**src/rtl/idu_operand_stage_pkg.sv**
```systemverilog
// Shared decode constants for the operand stage: opcodes, funct3 values,
// the ebreak encoding, adder operand select codes and immediate formats.
package idu_operand_stage_pkg;

    localparam logic [6:0] OPC_OP_IMM = 7'b0010011;
    localparam logic [6:0] OPC_LUI    = 7'b0110111;
    localparam logic [6:0] OPC_AUIPC  = 7'b0010111;
    localparam logic [6:0] OPC_JAL    = 7'b1101111;
    localparam logic [6:0] OPC_JALR   = 7'b1100111;

    localparam logic [2:0] F3_ADDI = 3'b000;
    localparam logic [2:0] F3_JALR = 3'b000;

    localparam logic [31:0] EBREAK_INST = 32'h0010_0073;

    // Left adder operand select
    localparam logic [1:0] LSEL_SRC1 = 2'd0;
    localparam logic [1:0] LSEL_PC   = 2'd1;
    localparam logic [1:0] LSEL_ZERO = 2'd2;

    // Right adder operand select
    localparam logic [1:0] RSEL_IMM  = 2'd0;
    localparam logic [1:0] RSEL_FOUR = 2'd1;
    localparam logic [1:0] RSEL_ZERO = 2'd2;

    // Immediate formats; IMM_NONE yields a zero immediate
    typedef enum logic [1:0] {
        IMM_NONE = 2'd0,
        IMM_I    = 2'd1,
        IMM_U    = 2'd2,
        IMM_J    = 2'd3
    } imm_type_e;

    // Build the 32-bit sign-extended immediate for the given format.
    function automatic logic [31:0] build_imm32(input imm_type_e t, input logic [31:0] inst);
        logic [31:0] r;
        r = '0;
        case (t)
            IMM_I:   r = {{20{inst[31]}}, inst[31:20]};
            IMM_U:   r = {inst[31:12], 12'b0};
            IMM_J:   r = {{11{inst[31]}}, inst[31], inst[19:12], inst[20], inst[30:21], 1'b0};
            default: r = '0;
        endcase
        return r;
    endfunction

endpackage

```
**src/rtl/idu_operand_stage_gpr_file.sv**
```systemverilog
// General-purpose register file: one combinational read port, one write
// port committed at the rising edge, asynchronous clear, x0 reads as zero.
module idu_operand_stage_gpr_file #(
    parameter int DATA_WIDTH = 32,
    parameter int REG_IDX_W  = 5,
    parameter int NR_REGS    = 32
) (
    input  logic                  clk,
    input  logic                  rst,
    input  logic [REG_IDX_W-1:0]  raddr,
    output logic [DATA_WIDTH-1:0] rdata,
    input  logic                  we,
    input  logic [REG_IDX_W-1:0]  waddr,
    input  logic [DATA_WIDTH-1:0] wdata
);

    logic [NR_REGS-1:0][DATA_WIDTH-1:0] regs_q;
    logic [NR_REGS-1:0][DATA_WIDTH-1:0] regs_d;

    // Next register contents: apply the write unless it targets x0
    always_comb begin
        regs_d = regs_q;
        if (we && (waddr != '0)) begin
            regs_d[waddr] = wdata;
        end
        regs_d[0] = '0;
    end

    // Register storage, cleared on reset
    always_ff @(posedge clk or posedge rst) begin
        if (rst) begin
            regs_q <= '0;
        end else begin
            regs_q <= regs_d;
        end
    end

    // Combinational read; a same-cycle write is not visible until the edge
    always_comb begin
        rdata = (raddr == '0) ? '0 : regs_q[raddr];
    end

endmodule

```
**src/rtl/idu_operand_stage.sv**
```systemverilog
// Decode / operand stage feeding the adder execute stage. Decodes one
// instruction, reads rs1, tracks outstanding writers in a busy scoreboard
// and registers operands plus adder select codes.
//
// Handshakes: a transfer happens on a rising edge where valid && ready.
// A producer holding valid keeps its payload stable until the transfer;
// in_ready depends combinationally on out_ready and on the RAW/WAW hazard.
//
// Optional feature macro: IDU_WB_BYPASS_EN -- forwards a same-cycle
// writeback to rs1 so a RAW dependency on it does not stall.
module idu_operand_stage
    import idu_operand_stage_pkg::*;
#(
    parameter int DATA_WIDTH = 32,   // must be >= 32
    parameter int REG_IDX_W  = 5,
    parameter int NR_REGS    = 32
) (
    input  logic                  clk,
    input  logic                  rst,
    input  logic                  in_valid,
    output logic                  in_ready,
    input  logic [31:0]           in_inst,
    input  logic [DATA_WIDTH-1:0] in_pc,
    input  logic                  wb_en,
    input  logic [REG_IDX_W-1:0]  wb_rd,
    input  logic [DATA_WIDTH-1:0] wb_data,
    output logic                  out_valid,
    input  logic                  out_ready,
    output logic [DATA_WIDTH-1:0] out_src1,
    output logic [DATA_WIDTH-1:0] out_imm,
    output logic [DATA_WIDTH-1:0] out_pc,
    output logic [1:0]            out_left_opt,
    output logic [1:0]            out_right_opt,
    output logic [REG_IDX_W-1:0]  out_rd,
    output logic                  out_wen,
    output logic                  out_ebreak,
    output logic                  out_illegal
);

    // Instruction fields
    logic [6:0]           opcode;
    logic [2:0]           funct3;
    logic [REG_IDX_W-1:0] rs1_idx;
    logic [REG_IDX_W-1:0] rd_idx;

    // Decode results
    logic                  dec_writes;
    logic                  dec_wen;
    logic                  dec_ebreak;
    logic                  dec_illegal;
    logic [1:0]            dec_lsel;
    logic [1:0]            dec_rsel;
    imm_type_e             dec_imm_type;
    logic [DATA_WIDTH-1:0] dec_imm;
    logic [REG_IDX_W-1:0]  dec_rd;

    // Operand / hazard
    logic [DATA_WIDTH-1:0] gpr_rdata;
    logic [DATA_WIDTH-1:0] src1_val;
    logic                  raw_hazard;
    logic                  waw_hazard;
    logic                  hazard;
    logic                  accept;
    logic                  wb_commit;

    // Scoreboard and output registers
    logic [NR_REGS-1:0]    busy_q, busy_d;
    logic                  out_valid_q, out_valid_d;
    logic [DATA_WIDTH-1:0] out_src1_q, out_src1_d;
    logic [DATA_WIDTH-1:0] out_imm_q, out_imm_d;
    logic [DATA_WIDTH-1:0] out_pc_q, out_pc_d;
    logic [1:0]            out_left_opt_q, out_left_opt_d;
    logic [1:0]            out_right_opt_q, out_right_opt_d;
    logic [REG_IDX_W-1:0]  out_rd_q, out_rd_d;
    logic                  out_wen_q, out_wen_d;
    logic                  out_ebreak_q, out_ebreak_d;
    logic                  out_illegal_q, out_illegal_d;

    assign opcode  = in_inst[6:0];
    assign funct3  = in_inst[14:12];
    assign rs1_idx = in_inst[15 +: REG_IDX_W];
    assign rd_idx  = in_inst[7 +: REG_IDX_W];

    // Decode opcode/funct3 into select codes, immediate format and flags
    always_comb begin
        dec_lsel     = LSEL_ZERO;
        dec_rsel     = RSEL_ZERO;
        dec_imm_type = IMM_NONE;
        dec_writes   = 1'b0;
        dec_ebreak   = 1'b0;
        dec_illegal  = 1'b0;
        if (in_inst == EBREAK_INST) begin
            dec_ebreak = 1'b1;
        end else begin
            case (opcode)
                OPC_OP_IMM: begin
                    if (funct3 == F3_ADDI) begin
                        dec_lsel     = LSEL_SRC1;
                        dec_rsel     = RSEL_IMM;
                        dec_imm_type = IMM_I;
                        dec_writes   = 1'b1;
                    end else begin
                        dec_illegal = 1'b1;
                    end
                end
                OPC_LUI: begin
                    dec_lsel     = LSEL_ZERO;
                    dec_rsel     = RSEL_IMM;
                    dec_imm_type = IMM_U;
                    dec_writes   = 1'b1;
                end
                OPC_AUIPC: begin
                    dec_lsel     = LSEL_PC;
                    dec_rsel     = RSEL_IMM;
                    dec_imm_type = IMM_U;
                    dec_writes   = 1'b1;
                end
                OPC_JAL: begin
                    dec_lsel     = LSEL_PC;
                    dec_rsel     = RSEL_FOUR;
                    dec_imm_type = IMM_J;
                    dec_writes   = 1'b1;
                end
                OPC_JALR: begin
                    if (funct3 == F3_JALR) begin
                        dec_lsel     = LSEL_PC;
                        dec_rsel     = RSEL_FOUR;
                        dec_imm_type = IMM_I;
                        dec_writes   = 1'b1;
                    end else begin
                        dec_illegal = 1'b1;
                    end
                end
                default: dec_illegal = 1'b1;
            endcase
        end
    end

    // Sign-extend the immediate; writes to x0 are architecturally dropped
    always_comb begin
        dec_imm = DATA_WIDTH'($signed(build_imm32(dec_imm_type, in_inst)));
        dec_wen = dec_writes && (rd_idx != '0);
        dec_rd  = dec_writes ? rd_idx : '0;
    end

    idu_operand_stage_gpr_file #(
        .DATA_WIDTH (DATA_WIDTH),
        .REG_IDX_W  (REG_IDX_W),
        .NR_REGS    (NR_REGS)
    ) u_gpr_file (
        .clk   (clk),
        .rst   (rst),
        .raddr (rs1_idx),
        .rdata (gpr_rdata),
        .we    (wb_en),
        .waddr (wb_rd),
        .wdata (wb_data)
    );

    assign wb_commit = wb_en && (wb_rd != '0);

    // RAW/WAW interlock and rs1 operand selection
`ifdef IDU_WB_BYPASS_EN
    always_comb begin
        logic bypass_hit;
        bypass_hit = wb_commit && (wb_rd == rs1_idx);
        raw_hazard = (dec_lsel == LSEL_SRC1) && busy_q[rs1_idx] && !bypass_hit;
        src1_val   = bypass_hit ? wb_data : gpr_rdata;
    end
`else
    always_comb begin
        raw_hazard = (dec_lsel == LSEL_SRC1) && busy_q[rs1_idx];
        src1_val   = gpr_rdata;
    end
`endif

    // Ready/accept: pipeline slot free and no outstanding conflicting writer
    always_comb begin
        waw_hazard = dec_wen && busy_q[rd_idx];
        hazard     = raw_hazard || waw_hazard;
        in_ready   = (!out_valid_q || out_ready) && !hazard;
        accept     = in_valid && in_ready;
    end

    // Next state for the output register and the busy scoreboard
    always_comb begin
        out_valid_d     = out_valid_q;
        out_src1_d      = out_src1_q;
        out_imm_d       = out_imm_q;
        out_pc_d        = out_pc_q;
        out_left_opt_d  = out_left_opt_q;
        out_right_opt_d = out_right_opt_q;
        out_rd_d        = out_rd_q;
        out_wen_d       = out_wen_q;
        out_ebreak_d    = out_ebreak_q;
        out_illegal_d   = out_illegal_q;
        busy_d          = busy_q;

        if (accept) begin
            out_valid_d     = 1'b1;
            out_src1_d      = (dec_lsel == LSEL_SRC1) ? src1_val : '0;
            out_imm_d       = dec_imm;
            out_pc_d        = in_pc;
            out_left_opt_d  = dec_lsel;
            out_right_opt_d = dec_rsel;
            out_rd_d        = dec_rd;
            out_wen_d       = dec_wen;
            out_ebreak_d    = dec_ebreak;
            out_illegal_d   = dec_illegal;
        end else if (out_ready) begin
            out_valid_d = 1'b0;
        end

        // Clear first, then set: the WAW stall keeps the two indices apart
        if (wb_commit) begin
            busy_d[wb_rd] = 1'b0;
        end
        if (accept && dec_wen) begin
            busy_d[rd_idx] = 1'b1;
        end
        busy_d[0] = 1'b0;
    end

    // State registers; reset drops any held or stalled instruction
    always_ff @(posedge clk or posedge rst) begin
        if (rst) begin
            out_valid_q     <= 1'b0;
            out_src1_q      <= '0;
            out_imm_q       <= '0;
            out_pc_q        <= '0;
            out_left_opt_q  <= '0;
            out_right_opt_q <= '0;
            out_rd_q        <= '0;
            out_wen_q       <= 1'b0;
            out_ebreak_q    <= 1'b0;
            out_illegal_q   <= 1'b0;
            busy_q          <= '0;
        end else begin
            out_valid_q     <= out_valid_d;
            out_src1_q      <= out_src1_d;
            out_imm_q       <= out_imm_d;
            out_pc_q        <= out_pc_d;
            out_left_opt_q  <= out_left_opt_d;
            out_right_opt_q <= out_right_opt_d;
            out_rd_q        <= out_rd_d;
            out_wen_q       <= out_wen_d;
            out_ebreak_q    <= out_ebreak_d;
            out_illegal_q   <= out_illegal_d;
            busy_q          <= busy_d;
        end
    end

    assign out_valid     = out_valid_q;
    assign out_src1      = out_src1_q;
    assign out_imm       = out_imm_q;
    assign out_pc        = out_pc_q;
    assign out_left_opt  = out_left_opt_q;
    assign out_right_opt = out_right_opt_q;
    assign out_rd        = out_rd_q;
    assign out_wen       = out_wen_q;
    assign out_ebreak    = out_ebreak_q;
    assign out_illegal   = out_illegal_q;

endmodule

```
**config.mk**
```make
export PLATFORM = sky130hd
export DESIGN_NAME = idu_operand_stage
export DESIGN_NICKNAME = d
export VERILOG_FILES = /design/src/rtl/idu_operand_stage_pkg.sv /design/src/rtl/idu_operand_stage_gpr_file.sv /design/src/rtl/idu_operand_stage.sv
export SDC_FILE = /design/constraint.sdc
export NUM_CORES = 2
export LEC_CHECK = 0
export BUFFER_PORTS_ARGS = -buffer_cell sky130_fd_sc_hd__buf_2
export CAP_MARGIN = 10
export CORE_MARGIN = 2
export CORE_UTILIZATION = 40
export DETAILED_ROUTE_END_ITERATION = 12
export PLACE_DENSITY = 0.53
export SYNTH_ARGS = -nofsm -noshare
export SYNTH_HDL_FRONTEND = slang
export SYNTH_SLANG_ARGS = --single-unit
```
**constraint.sdc**
```tcl
create_clock -name clk -period 69.1 [get_ports clk]
set_clock_uncertainty 0.05 [all_clocks]
set_input_delay 13.82 -clock clk [delete_from_list [all_inputs] [get_ports clk]]
set_output_delay 13.82 -clock clk [all_outputs]
set_load 0.03 [all_outputs]
```
==> flow_metrics.env <==
export IMPL_drc_errors=0
export IMPL_clockBufferDepth=3
export IMPL_synthTopCellsByCount="dfrtp_1 (1132), mux2_2 (1111), clkbuf_1 (216)"
export IMPL_drtIter0Drc=2390
export IMPL_routed_wl_mm=148
export IMPL_ys_async_sr_fraction_pct=100
export IMPL_numCtsBuffers=131
export IMPL_cp_start_kind="primary input"
export IMPL_ir_drop_mv=0.0231
export IMPL_path_cells="buf_8 > mux4_2 > a32oi_1 > o211ai_1 > o21ai_4 > and3_1 > buf_2"
export IMPL_crit_arrival_ns=16.21
export IMPL_clock_fmax_ghz=0.0332
export IMPL_synthFlopType="dfrtp_1"
export IMPL_via_per_inst=5.79
export IMPL_core_um2=128000
export IMPL_clk_pin_slew_ns=0.05
export IMPL_grt_usage_pct=22.6
export IMPL_critical_path_depth=7
export IMPL_dpl_hpwl_mm=85.5
export IMPL_synth_most_common_cell="dfrtp_1"
export IMPL_pre_cts_slack_ns=38.98
export IMPL_ant_nets=0
export IMPL_syn_cell_area_um2=51600
export IMPL_drv_cap=0
export IMPL_grt_antenna_before_repair=16
export IMPL_crit_buf_inv=2
export IMPL_nFillCells=11386
export IMPL_grt_pass1_wl_mm=221
export IMPL_grt_pass1_vias=32114
export IMPL_overflow=0
export IMPL_fin_crit_sh_pct=43.5
export IMPL_ff2ff_path_depth=7
export IMPL_ctsHoldBuffers=0
export IMPL_syn_inst=3530
export IMPL_cp_top_family="compound AO/OA/AOI/OAI gates"
export IMPL_worstHoldStart="out_pc[29]$_DFFE_PP0P_"
export IMPL_critPathKind="primary input to primary output"
export IMPL_hold_path_class="flip-flop to flip-flop"
export IMPL_die_w_um=363
export IMPL_worstPathMaxFanout=60
export IMPL_initial_core_util_pct=40.4
export IMPL_port_buffers=215
export IMPL_cts_resized=0
export IMPL_ys_seq_area_share_pct=54.9
export IMPL_clock_sinks=1132
export IMPL_ioPinCount=216
export IMPL_synth_distinct_cells=59
export IMPL_slew_violations=0
export IMPL_area_growth_pct=13.1
export IMPL_final_hold_violation_count=0
export IMPL_wire_per_inst_um=27.6
export IMPL_slowest_stage="mux4_2"
export IMPL_clockRootBuffer="clkbuf_16"
export IMPL_fp_dieArea_um2=132000
export IMPL_cts_tree="done"
export IMPL_drive_above_1_share_pct=49.4
export IMPL_finalSetupTns_ns=0
export IMPL_via_count=31033
export IMPL_cp_end_kind="primary output"
export IMPL_cp_startpoint="in_inst[15]"
export IMPL_setup_viol=0
export IMPL_clk_latency_ns=0.75
export IMPL_syn_nets=3636
export IMPL_yosys_warnings=0
export IMPL_synth_edff_count=0
export IMPL_synth_seq_cells=1132
export IMPL_tightest_slew_ns=1.12
export IMPL_status="completed"
export IMPL_postCtsSetupBuffers=0
export IMPL_avgSynthCellArea_um2=14.6
export IMPL_grt_max_degree=168
export IMPL_rsz0062_at_grt="no"
export IMPL_dr_pass1_iters=5
export IMPL_p_leak_nw=26.4
export IMPL_worst_r2r_startpoint="busy_q[31]$_DFF_PP0_"
export IMPL_place_area_um2=54100
export IMPL_cts_htree_levels=4
export IMPL_max_slew_margin_rel_pct=25.3
export IMPL_synthTopCellsByArea="dfrtp_1 (55%), mux2_2 (24%), mux4_2 (7.8%)"
export IMPL_setup_ws_ns=39.02
export IMPL_cpPeakStageDelay_ns=0.59
export IMPL_netlist_top_cell_by_area="dfrtp_1"
export IMPL_powerDensity_nw_per_um2=30.7
export IMPL_rows=131
export IMPL_gp_congestion=0.807
export IMPL_die_height_um=363
export IMPL_fin_nets=3714
export IMPL_yosys_area_top_type_share_pct=54.9
export IMPL_whs_path_depth=1
export IMPL_timing_final_crit_period_ns=30.08
export IMPL_final_area_um2=58400
export IMPL_cp_data_required_time_ns=55.23
[layout by cell type, fill, tap and decap left out, types with 18 or more instances in the layout]
cell type     n
a2111oi_0    26
a221oi_1     24
a22o_1       32
a22oi_1      32
buf_2       210
buf_4        73
clkbuf_1     31
clkbuf_16   138
clkbuf_8     31
dfrtp_1    1132
inv_1        21
mux2_1       35
mux2_2     1111
mux2i_1     106
mux4_2      179
nand2_1      53
nand3_1      29
nor2_1       93
o21ai_0      72
o221ai_1     28
o22ai_1      46
or3_1        18
[state kept, by name, indices dropped and copies added, names as in the netlist]
name and flops:
u_gpr_file.regs_q 992, out_rd 5, out_ebreak 1, out_left_opt 2, busy_q 31, out_valid 1
out_imm 32, out_right_opt 2, out_src1 32, out_pc 32, out_illegal 1, out_wen 1
[worst paths after layout]
kind	end	slack (ns)
max in group asynchronous	u_gpr_file.regs_q[284]$_DFFE_PP0P_	51.98
max	in_ready	39.02
min in group asynchronous	out_pc[30]$_DFFE_PP0P_	13.19
max reg2reg	out_pc[12]$_DFFE_PP0P_	65.89
min	out_pc[29]$_DFFE_PP0P_	0.43
min reg2reg	out_pc[29]$_DFFE_PP0P_	0.43
[cell families (layout without fill, tap and decap cells)]
kind of cell    Yosys count  in the layout  share of synthesized area (%)
compound gates          312            312                           4.57
buf+inv                 364            534                           2.98
flops                  1132           1132                           54.9
mux                    1431           1431                           34.9
other cells               0              2                              0
simple gates            291            291                           2.67
[area by class of cell]
class / instances / area (µm²) / area share [%]
clock buffers: 200 / 4000 / 6.84
flip-flops and latches: 1132 / 28300 / 48.5
multi-input cells: 2034 / 21900 / 37.5
inverters: 22 / 90.1 / 0.154
well taps: 1662 / 2080 / 3.56
repair buffers: 287 / 1670 / 2.86
clock inverters: 25 / 328 / 0.561
diodes: 2 / 5.00 / 0.00857
[where the power goes]
group	total, mW	leakage [nW]	internal, mW	switching, mW
clock	0.697	2.13	0.417	0.280
sequential	0.835	14.5	0.780	0.0550
combinational	0.262	9.68	0.150	0.112
[metal layers]
metal | global-route usage, % | wire [µm]
met2 | 35.5 | 68100
met4 | 5.97 | 3140
met1 | 32.4 | 68900
met3 | 4.13 | 7750
met5 | 0 | 116
[worst reg2reg max path: stages, from the launching register on]
cell      delay (ns)
dfrtp_1         0.42
mux4_2          0.49
a32oi_1         0.22
o211ai_1        0.18
o21ai_4         0.50
o211ai_4        0.26
buf_4           0.43
mux2_1          0.55
[per-stage QoR]
| stage | total power, mW | utilization [%] | hold slack, ns | cells |
|---|---|---|---|---|
| 2_1_floorplan | 1.04 | - | 0.409 | 3530 |
| 3_3_place_gp | 1.10 | 42.3 | 0.417 | 5137 |
| 3_5_place_dp | 1.11 | 42.3 | 0.421 | 5137 |
| 4_1_cts | 1.81 | 45.7 | 0.438 | 5362 |
| 5_1_grt | 1.88 | 45.7 | 0.443 | 5363 |
| 6_report | 1.79 | 45.7 | 0.431 | 5364 |
(Power assumes the default switching activity.)
